<file path="src/rtl/snn_layer_scheduler.sv">
// rtl/snn_layer_scheduler.sv - steps one shared Izhikevich core through the H1/H2/OUT neurons per tick
module snn_layer_scheduler #(
  parameter int N_IN  = 2,
  parameter int N_H1  = 4,
  parameter int N_H2  = 4,
  parameter int N_OUT = 2,
  parameter int MAXN  = 4,
  parameter int IDXW  = 2
) (
  input  logic             clk,
  input  logic             rst_n,
  input  logic             tick,
  input  logic [N_IN-1:0]  spike_in,
  output logic             core_req,
  input  logic             core_ready,
  output logic [1:0]       core_layer,
  output logic [IDXW-1:0]  core_idx,
  output logic [MAXN-1:0]  core_pre_spikes,
  input  logic             core_valid,
  input  logic             core_spike,
  output logic [N_OUT-1:0] spike_out,
  output logic             step_done,
  output logic             busy,
  output logic             overrun
);

  typedef enum logic [1:0] {IDLE, ISSUE, WAIT, DONE} state_t;

  localparam logic [IDXW-1:0] LAST_H1  = IDXW'(N_H1 - 1);
  localparam logic [IDXW-1:0] LAST_H2  = IDXW'(N_H2 - 1);
  localparam logic [IDXW-1:0] LAST_OUT = IDXW'(N_OUT - 1);

  state_t            state, state_nxt;
  logic [1:0]        layer;
  logic [IDXW-1:0]   idx;
  logic [IDXW-1:0]   last_idx;
  logic [N_IN-1:0]   in_buf;
  logic [N_H1-1:0]   h1_vec;
  logic [N_H2-1:0]   h2_vec;
  logic [N_OUT-1:0]  out_vec;

  always_comb begin
    case (layer)
      2'd1:    last_idx = LAST_H1;
      2'd2:    last_idx = LAST_H2;
      default: last_idx = LAST_OUT;
    endcase
  end

  always_ff @(posedge clk) begin
    if (!rst_n) state <= IDLE;
    else        state <= state_nxt;
  end

  // Request fields come straight from layer/idx, which only move in WAIT,
  // so they stay stable for as long as the core holds off core_ready.
  always_comb begin
    state_nxt       = state;
    core_req        = 1'b0;
    core_layer      = 2'd0;
    core_idx        = '0;
    core_pre_spikes = '0;
    case (state)
      IDLE: begin
        if (tick) state_nxt = ISSUE;
      end
      ISSUE: begin
        core_req   = 1'b1;
        core_layer = layer;
        core_idx   = idx;
        case (layer)
          2'd1:    core_pre_spikes = MAXN'(in_buf);
          2'd2:    core_pre_spikes = MAXN'(h1_vec);
          2'd3:    core_pre_spikes = MAXN'(h2_vec);
          default: core_pre_spikes = '0;
        endcase
        if (core_ready) state_nxt = WAIT;
      end
      WAIT: begin
        if (core_valid) begin
          if (idx == last_idx && layer == 2'd3) state_nxt = DONE;
          else                                  state_nxt = ISSUE;
        end
      end
      DONE: begin
        state_nxt = IDLE;
      end
      default: state_nxt = IDLE;
    endcase
  end

  assign busy = (state != IDLE);

  always_ff @(posedge clk) begin
    if (!rst_n) begin
      layer     <= 2'd0;
      idx       <= '0;
      in_buf    <= '0;
      h1_vec    <= '0;
      h2_vec    <= '0;
      out_vec   <= '0;
      spike_out <= '0;
      step_done <= 1'b0;
      overrun   <= 1'b0;
    end else begin
      step_done <= 1'b0;
      if (tick && state != IDLE) overrun <= 1'b1;
      case (state)
        IDLE: begin
          if (tick) begin
            in_buf  <= spike_in;
            layer   <= 2'd1;
            idx     <= '0;
            h1_vec  <= '0;
            h2_vec  <= '0;
            out_vec <= '0;
          end
        end
        WAIT: begin
          if (core_valid) begin
            // Per-bit compare keeps the index in range for layers narrower than 2^IDXW.
            for (int i = 0; i < N_H1; i++)
              if (layer == 2'd1 && idx == IDXW'(i)) h1_vec[i] <= core_spike;
            for (int i = 0; i < N_H2; i++)
              if (layer == 2'd2 && idx == IDXW'(i)) h2_vec[i] <= core_spike;
            for (int i = 0; i < N_OUT; i++)
              if (layer == 2'd3 && idx == IDXW'(i)) out_vec[i] <= core_spike;
            if (idx == last_idx) begin
              if (layer != 2'd3) begin
                layer <= layer + 2'd1;
                idx   <= '0;
              end
            end else begin
              idx <= idx + 1'b1;
            end
          end
        end
        DONE: begin
          spike_out <= out_vec;
          step_done <= 1'b1;
        end
        default: ;
      endcase
    end
  end

endmodule

</file>
<file path="config.mk">
export PLATFORM = sky130hd
export DESIGN_NAME = snn_layer_scheduler
export DESIGN_NICKNAME = d
export VERILOG_FILES = /design/src/rtl/snn_layer_scheduler.sv
export SDC_FILE = /design/constraint.sdc
export NUM_CORES = 1
export LEC_CHECK = 0
export CORE_UTILIZATION = 45
export DETAILED_ROUTE_END_ITERATION = 12
export MAX_ROUTING_LAYER = met4
export PLACE_DENSITY_LB_ADDON = 0.3
export SETUP_SLACK_MARGIN = 0.2
export SLEW_MARGIN = 20
export SYNTH_ARGS = -nofsm -noshare
export SYNTH_HDL_FRONTEND = slang
export SYNTH_SLANG_ARGS = --single-unit
</file>
<file path="constraint.sdc">
create_clock -name clk -period 2.6 [get_ports clk]
set_clock_uncertainty 0.1 [all_clocks]
set_input_delay 0.52 -clock clk [delete_from_list [all_inputs] [get_ports clk]]
set_output_delay 0.52 -clock clk [all_outputs]
set_load 0.005 [all_outputs]
</file>
# == Word-level counts from Yosys, hierarchy flattened ==
# Index checks and enable logic that the tools add are counted.
# classes
n_addsub,2
n_shift,0
n_reduce_logical,31
div,0
multipliers,0
mux,38
bitwise,0
n_eq_ne,27
order_cmp,0
# ops
op,n
$reduce_and A4 Y1,11
$ne A2 B2 Y1 const B,16
$mux W2,15
$mux W4,4
$pmux W4 S2,2
$eq A2 B2 Y1 const B,6
$logic_and A1 B1 Y1,12
$mux W1,12
$pmux W2 S2,3
$pmux W4 S3,1
$pmux W2 S4,1
$eq A2 B1 Y1 const B,3
$reduce_and A5 Y1,1
$add A2 B1 Y2 const B,2
$logic_not A2 Y1,2
$reduce_bool A2 Y1,2
$ne A3 B3 Y1 const B,1
$reduce_and A3 Y1,1
$eq A2 B2 Y1,1
$reduce_and A2 Y1,1
$reduce_or A2 Y1,1
# totals
mem_count,0
regBits,22
romBits,0
input_bits,8
ramBits,0
out_inout_bits,14
latchBits,0

# == Longest topological paths before layout ==
# Gate-level depths: netlist (run 1).
# depth
depth_word,8
ltp_mapped,6
mapped_depth_nobuf,5

# == Worst setup path after synthesis (run 1) ==
# No wires, ideal clock.
# synth_path
kind,register to register
start,register layer[0]
end,register idx[1]
stages_incl_launch_ff,6
t_arrival_ns,1.590
synth_period_minus_slack_ns,1.811
slack_ns,0.789
path_buffers,0
required_ns,2.379
path_cell_list,dfxtp_1 > inv_1 > ha_1 > xnor2_1 > a211o_1 > mux2_4
# synth_via
elab_chain_cells,7
# synth_rtl
item,line,text
"start, declared",34,logic [1:0] layer;
"start signal, assigned",130,layer <= layer + 2'd1;
$eq A2 B1 Y1 or $eq A2 B2 Y1 (tied branches),43,case (layer)
$reduce_or A2 Y1 (no source line),--,
$mux W2,43,
$eq A2 B2 Y1,128,if (idx == last_idx) begin
$mux W2,128,
$mux W2,120,if (core_valid) begin
$pmux W2 S2,108,case (state)
"end signal, assigned",134,idx <= idx + 1'b1;
"end, declared",35,logic [IDXW-1:0] idx;
# Parallel ways exist; a longest one is shown, timed or not. The select of a mux whose other input is x is not followed.
# A chain may end at the register's enable or synchronous reset.

# == Final worst setup path (run 1) ==
# layout_path
start,register state[1]
end,output port busy
# layout_via
elab_chain_cells,1
# layout_rtl
item,line,text
"start, declared",33,"state_t state, state_nxt;"
"start signal, assigned",52,else state <= state_nxt;
$reduce_bool A2 Y1,92,assign busy = (state != IDLE);
"end, declared",23,"output logic busy,"
# Every way passes these cells.

==> impl_results.md, run 1 <==
- Largest net degree at the start of global routing: 27
- Synthesis warning total: 0
- Status: complete, no violations
- Netlist Area Pre-Place: 1320 um^2
- Global route overflow: 0
- # clock sinks: 22
- Total number of vias: 1165
- Power, Total: roughly 0.00068 W
- Final Util: 59.3%
- Min-delay worst type: flip-flop to flip-flop
- Max-slew headroom: between 70% and 80%
- Top-count cell post-synth: nand2_1
- Top-area cell type share of the netlist area: around a third
- Die Y: 56.2 um
- Worst hold slack: 0.366 ns
- Post-synth ARST share: 0%
- Gate Count Post-Synth: roughly 160
- Placed Cells: 200
- Synth Area per Inst: approximately 8.5 um^2
- Seq/Total Area, Yosys: 33.3%
- Max-cap violations: 0
- # H-tree levels: 1
- Syn_nets: 171
- Final wirelength: 2.93 mm
- Synth Register Bits: 22
- Largest area contributor in the netlist: dfxtp_1
- Starting Density: between 40% and 50%
- Reg2reg end: idx[1]$_SDFFE_PN0P_
- Leak: 0.666 nW
- Num CTS Buffers: 3
- Total GRT Usage: between 20% and 30%
- RR Startpoint: layer[0]$_SDFFE_PN0P_
- Pwr per Cell Area: 413 nW/um^2
- CP max FO: 26
- CTS Buffer Depth: 2
- 1st-iter DRT viols: 43
- Core Box Area: 2760 um^2
- PortBufs: 21
- Post-DP HPWL: between 2 and 2.5 mm
- R2R depth: 5
- Worst-margin pin slew: 0.442 ns
- Number of global-route vias before repair: ~1.1k
- Chip width: 56.2 um
- Fmax: 0.440 GHz
- Clk slew on worst S/H paths: 0.11 ns
- Worst VDD drop: 0.379 mV
- Root buf cell: clkbuf_4
- Distinct cells, synth: 37
- Synth area leaders: dfxtp_1, mux2i_1, nand2_1
- Final min period: about 2.3 ns
- Post-DR vias/cell: 5.68
- GP Congestion: 0.819
- First drt pass iteration count: 5
- Worst hold stages: 2
- Final TNS setup: 0 ns
- Wirelength per Cell: 14.3 um
- R2R setup slack: 0.85 ns
- Area grow syn2layout: 23.9%
- WHS Endpoint: spike_out[1]$_SDFFE_PN0P_
- Die ar.: approximately 3200 um^2
- NumNets Final: 192
- CP Capture Type: primary output
- Final hold violation count: 0
- Initial antenna violation count: 0
- Tcrit/Tclk final: 87.4%
- Final Setup Violations: 0
- CP Class: flip-flop to primary output
- Post-synth EDFFs: 0
- CTS tree: yes
- Fin cells: 205
- # diodes: 0
- DRT antenna net count: 0
- Slew Limit Fails: 0
- CP arrival: about 1.7 ns
- DRC Markers: 0
- Hold Startpoint: spike_out[1]$_SDFFE_PN0P_
- RSZ-0062 raised after global routing: no
- First-pass GRT wire length: 5.21 mm
- Share of post-route cells with drive strength above 1: 14.9%
- Crit path launch type: flip-flop
- Clk_lat worst skew: 0.30 ns
- IO Count: 22
- Cell row count: 19
- Main synth FF type: dfxtp_1
- Critical Path RT: 1.98 ns
- Synth top cells by count: nand2_1, dfxtp_1, mux2i_1, a211oi_1
==> layout by cell type, fill, tap and decap left out, drive strengths merged <==
master,count
a211o,1
a211oi,10
a21boi,2
a21o,1
a21oi,5
a222oi,2
a22oi,2
a311o,1
a31oi,1
and2,5
and3,2
and3b,1
and4b,1
buf,9
clkbuf,3
clkdlybuf4s50,17
dfxtp,22
dlygate4sd2,1
dlymetal6s2s,3
ha,8
inv,4
mux2,2
mux2i,13
nand2,28
nand2b,2
nand3,4
nand4,1
nand4b,2
nor2,8
nor2b,6
nor3b,1
o21a,1
o221a,1
o22ai,1
o32ai,1
or2,1
xnor2,1
==> how the worst max path moves through the flow <==
stage / startpoint / end / slack (ns) / depth (start not counted)
3_5_place_dp: layer[0]$_SDFFE_PN0P_ / core_pre_spikes[1] / 0.38 / 5
6_report: state[1]$_SDFFE_PN0P_ / busy / 0.33 / 3
3_3_place_gp: layer[1]$_SDFFE_PN0P_ / core_pre_spikes[0] / 0.41 / 5
5_1_grt: state[0]$_SDFFE_PN0P_ / core_layer[0] / 0.24 / 4
4_1_cts: layer[1]$_SDFFE_PN0P_ / core_pre_spikes[0] / 0.19 / 5
2_1_floorplan: layer[0]$_SDFFE_PN0P_ / idx[1]$_SDFFE_PN0P_ / 0.79 / 5
==> critical path, stage by stage, from the launching register on <==
cell and delay, ns:
dfxtp_1 0.39, buf_4 0.29, or2_2 0.17, clkdlybuf4s50_1 0.50
==> routing by layer <==
metal	vias to the layer above	wire length (um)	GRT usage, %
met1	552	1280	26.3
li1	580	-	-
met4	0	25	5.57
met3	2	163	4.65
met2	31	1460	34.9
met5	-	0	-
==> power breakdown <==
part / switching, W / leakage (nW) / internal, W
clock network: 0.0000984 / 0.0138 / 0.0000540
registers: 0.0000130 / 0.180 / 0.000348
logic: 0.0000813 / 0.472 / 0.0000802
total: 0.000193 / 0.666 / 0.000482
==> registers in the layout, indices dropped and copies added, names as in the netlist <==
| name | flops |
|---|---|
| h1_vec | 4 |
| h2_vec | 4 |
| idx | 2 |
| in_buf | 2 |
| layer | 2 |
| out_vec | 2 |
| overrun | 1 |
| spike_out | 2 |
| state | 2 |
| step_done | 1 |
==> cell families (layout without fill, tap and decap cells) <==
family,count (synthesis),in the layout,synth area share [%]
mux,15,15,11.8
fa+ha+maj,8,8,7.58
simple gates,62,62,23.8
xor+xnor,1,1,0.663
flops,22,22,33.3
buf+inv,18,37,6.44
compound gates,29,29,16.4
==> through the flow <==
stage	instance area, um^2	worst slack [ns]
global placement	1550	0.413
global route	1640	0.239
finish	1640	0.327
floorplan	1320	0.789
detailed placement	1550	0.378
CTS	1620	0.190
==> final cells by class <==
class | instances | area [um^2]
tap | 31 | 38.8
clock buffer | 3 | 22.5
timing repair buffer | 30 | 284
multi-input combinational | 115 | 828
inverter | 4 | 15.0
fill | 241 | 1120
sequential | 22 | 448
==> what timing repair did <==
item,CTS,global route
setup endpoints to repair,4,4
hold buffers,0,0
resized for setup,11,5
pin swaps,2,1
setup buffers,2,0
No activity file was read; power rests on OpenSTA's default activity.
==> inputs of run 2 (changes only) <==
--- a/config.mk
+++ b/config.mk
@@ -5,7 +5,7 @@
 export SDC_FILE = /design/constraint.sdc
 export NUM_CORES = 1
 export LEC_CHECK = 0
-export CORE_UTILIZATION = 45
+export CORE_UTILIZATION = 52
 export DETAILED_ROUTE_END_ITERATION = 12
 export MAX_ROUTING_LAYER = met4
 export PLACE_DENSITY_LB_ADDON = 0.3
==> run 2 against run 1 <==
Net effect: via count rose by 4.5%; cell count fell by 0.98%; worst hold slack improved by 0.0054 ns; cell area rose by 1.6%; core utilization rose by 13 points.
==> impl_results.md, run 2 (same netlist as run 1, synthesis figures left out) <==
- Cell internal pwr: 0.000513 W
- Multi-input gate area: about 850 um^2
- Starting Density: 57.5%
- Worst-margin pin slew: between 0.5 and 0.6 ns
- Cell Chain, Critical Path: ha_2 -> a22oi_1 -> nor2_2 -> clkdlybuf4s50_1
- Worst VDD drop: around 0.38 mV
- Chip width: 52.4 um
- Delay-heaviest family, CP: buffers and inverters
- Most frequent cells in the layout: nand2_1, dfxtp_1, clkdlybuf4s50_1
- Final Setup Violations: 0
- Dpl cell area: approximately 1500 um^2
- Pwr per Cell Area: around 430 nW/um^2
- # diodes: 0
- Final WS setup: between 0.2 and 0.25 ns
- Post-DP HPWL: approximately 2.0 mm
- Leak: 0.652 nW
- Final instance area: around 1700 um^2
- Root buf cell: clkbuf_4
- Final TNS setup: 0 ns
- RR Startpoint: layer[0]$_SDFFE_PN0P_
- Fmax: 0.424 GHz
- CP max FO: 9
- Crit path launch type: flip-flop
- DRT antenna net count: 0
- Total number of vias: 1218
- WHS Endpoint: h1_vec[2]$_SDFFE_PN0P_
- Most common cell after layout, fill and taps aside: nand2_1
- Max-cap violations: 0
- # H-tree levels: 1
- Final min period: between 2 and 2.5 ns
- Combinational share of power: 22.7%
- Tcrit/Tclk final: roughly nine tenths
- NumNets Final: 192
- Num CTS Buffers: 3
- Sw Share: 28.6%
- GP Congestion: around 0.78
- CP Capture Type: primary output
- Clk slew on worst S/H paths: about 0.12 ns
- 1st-iter DRT viols: between 40 and 50
- CP Class: flip-flop to primary output
- Post-DR vias/cell: 6.00
- Number of global-route vias before repair: approximately 1.1k
- # clock sinks: 22
- CTS Buffer Depth: 2
- Total GRT Usage: between 20% and 30%
- Max-slew headroom: 64.6%
- Initial antenna violation count: 0
- Share of post-route cells with drive strength above 1: 17.1%
- Critical Path RT: slightly below 2 ns
- RSZ-0062 raised after global routing: yes
- Crit path buf inv count: 1
- CP arrival: 1.74 ns
- Slowest cell on crit path: clkdlybuf4s50_1
- Final hold violation count: 0
- Final wirelength: 3.07 mm
- Fill cell count: 178
- Area grow syn2layout: 25.9%
- Wirelength per Cell: 15.1 um
- Clk_lat worst skew: 0.31 ns
- Biggest regs: h1_vec: 4 flops, h2_vec: 4 flops
- Worst hold stages: 2
- Cell row count: 17
- PortBufs: 21
- Setup slack at placement: 0.342 ns
- R2R depth: 5
- Register area: roughly 450 um^2
- Global route overflow: 0
- Die ar.: roughly 2700 um^2
- Hold Startpoint: h1_vec[2]$_SDFFE_PN0P_
- DRC Markers: 0
- Power, Total: 0.000719 W
- Status: complete, no violations
- Slew Limit Fails: 0
- Min-delay worst type: flip-flop to flip-flop
- Seq pwr share: 50.5%
- IO Count: 22
- R2R setup slack: 0.60 ns
- Die Y: approximately 52 um
- Core Box Area: 2300 um^2
- Clk pwr share: 26.8%
- NetSw: between 0.0002 and 0.00025 W
- First drt pass iteration count: 4
- Critical path's largest stage delay: 0.50 ns
- CTS tree: yes
- Reg2reg end: idx[1]$_SDFFE_PN0P_
- First-pass GRT wire length: 4.75 mm
- Largest net degree at the start of global routing: 27
- Worst hold slack: 0.371 ns
-- run 2: cell types whose count changed in the layout (fill, tap and decap cells not counted), sizes merged --
cell / previous run / this run
clkbuf: 3 / 4
clkdlybuf4s50: 17 / 19
dlygate4sd2: 1 / 0
dlymetal6s2s: 3 / 2
-- run 2: worst reg2reg max path, cell delays in order (launching register included) --
cell	delay, ns
dfxtp_4	0.41
inv_2	0.07
ha_1	0.33
xnor2_1	0.45
a211o_1	0.25
mux2_4	0.30
-- run 2: power by group through the flow --
stage | combinational, W | clock, W | sequential [W]
final | 0.000163 | 0.000193 | 0.000363
after global routing | 0.000177 | 0.000214 | 0.000365
after CTS | 0.000152 | 0.000194 | 0.000360
after global placement | 0.000147 | 0 | 0.000366
after detailed placement | 0.000150 | 0 | 0.000367
after floorplan | 0.000108 | 0 | 0.000362
-- run 2: area by class of cell --
| class | instances | area share, % |
|---|---|---|
| Multi-Input combinational cell | 115 | 50.9 |
| Sequential cell | 22 | 26.9 |
| Timing Repair Buffer | 30 | 17.0 |
| Clock buffer | 4 | 2.18 |
| Tap cell | 28 | 2.11 |
| Inverter | 4 | 0.903 |
-- run 2: through the flow --
| step | instances | utilization (%) |
|---|---|---|
| floorplan | 155 | - |
| global placement | 196 | 67.1 |
| detailed placement | 196 | 67.1 |
| CTS | 201 | 69.6 |
| global route | 203 | 72.4 |
| finish | 203 | 72.4 |
-- run 2: worst max path at each step --
stage                                from                   to  slack, ns  cells past startpoint
finish              layer[0]$_SDFFE_PN0P_   core_pre_spikes[3]       0.24                      4
global route        layer[0]$_SDFFE_PN0P_   core_pre_spikes[2]       0.15                      4
CTS                 layer[0]$_SDFFE_PN0P_   core_pre_spikes[0]       0.14                      4
detailed placement  layer[0]$_SDFFE_PN0P_   core_pre_spikes[0]       0.34                      5
global placement    layer[1]$_SDFFE_PN0P_   core_pre_spikes[0]       0.41                      5
floorplan           layer[0]$_SDFFE_PN0P_  idx[1]$_SDFFE_PN0P_       0.79                      5
-- run 2: layer usage --
layer | track usage (%) | up-vias | wire, um | part of all wire, %
met5 | - | - | 0 | 0
met4 | 8.33 | 0 | 27 | 0.88
met3 | 2.90 | 4 | 197 | 6.4
met2 | 39.9 | 60 | 1540 | 50
met1 | 29.8 | 576 | 1310 | 43
li1 | - | 578 | - | -
-- run 2: timing repair --
item	in CTS	in global routing
cloned	0	0
setup endpoints to repair	4	6
hold buffers	0	0
setup buffers	1	2
pin swaps	2	5
resized for setup	6	13
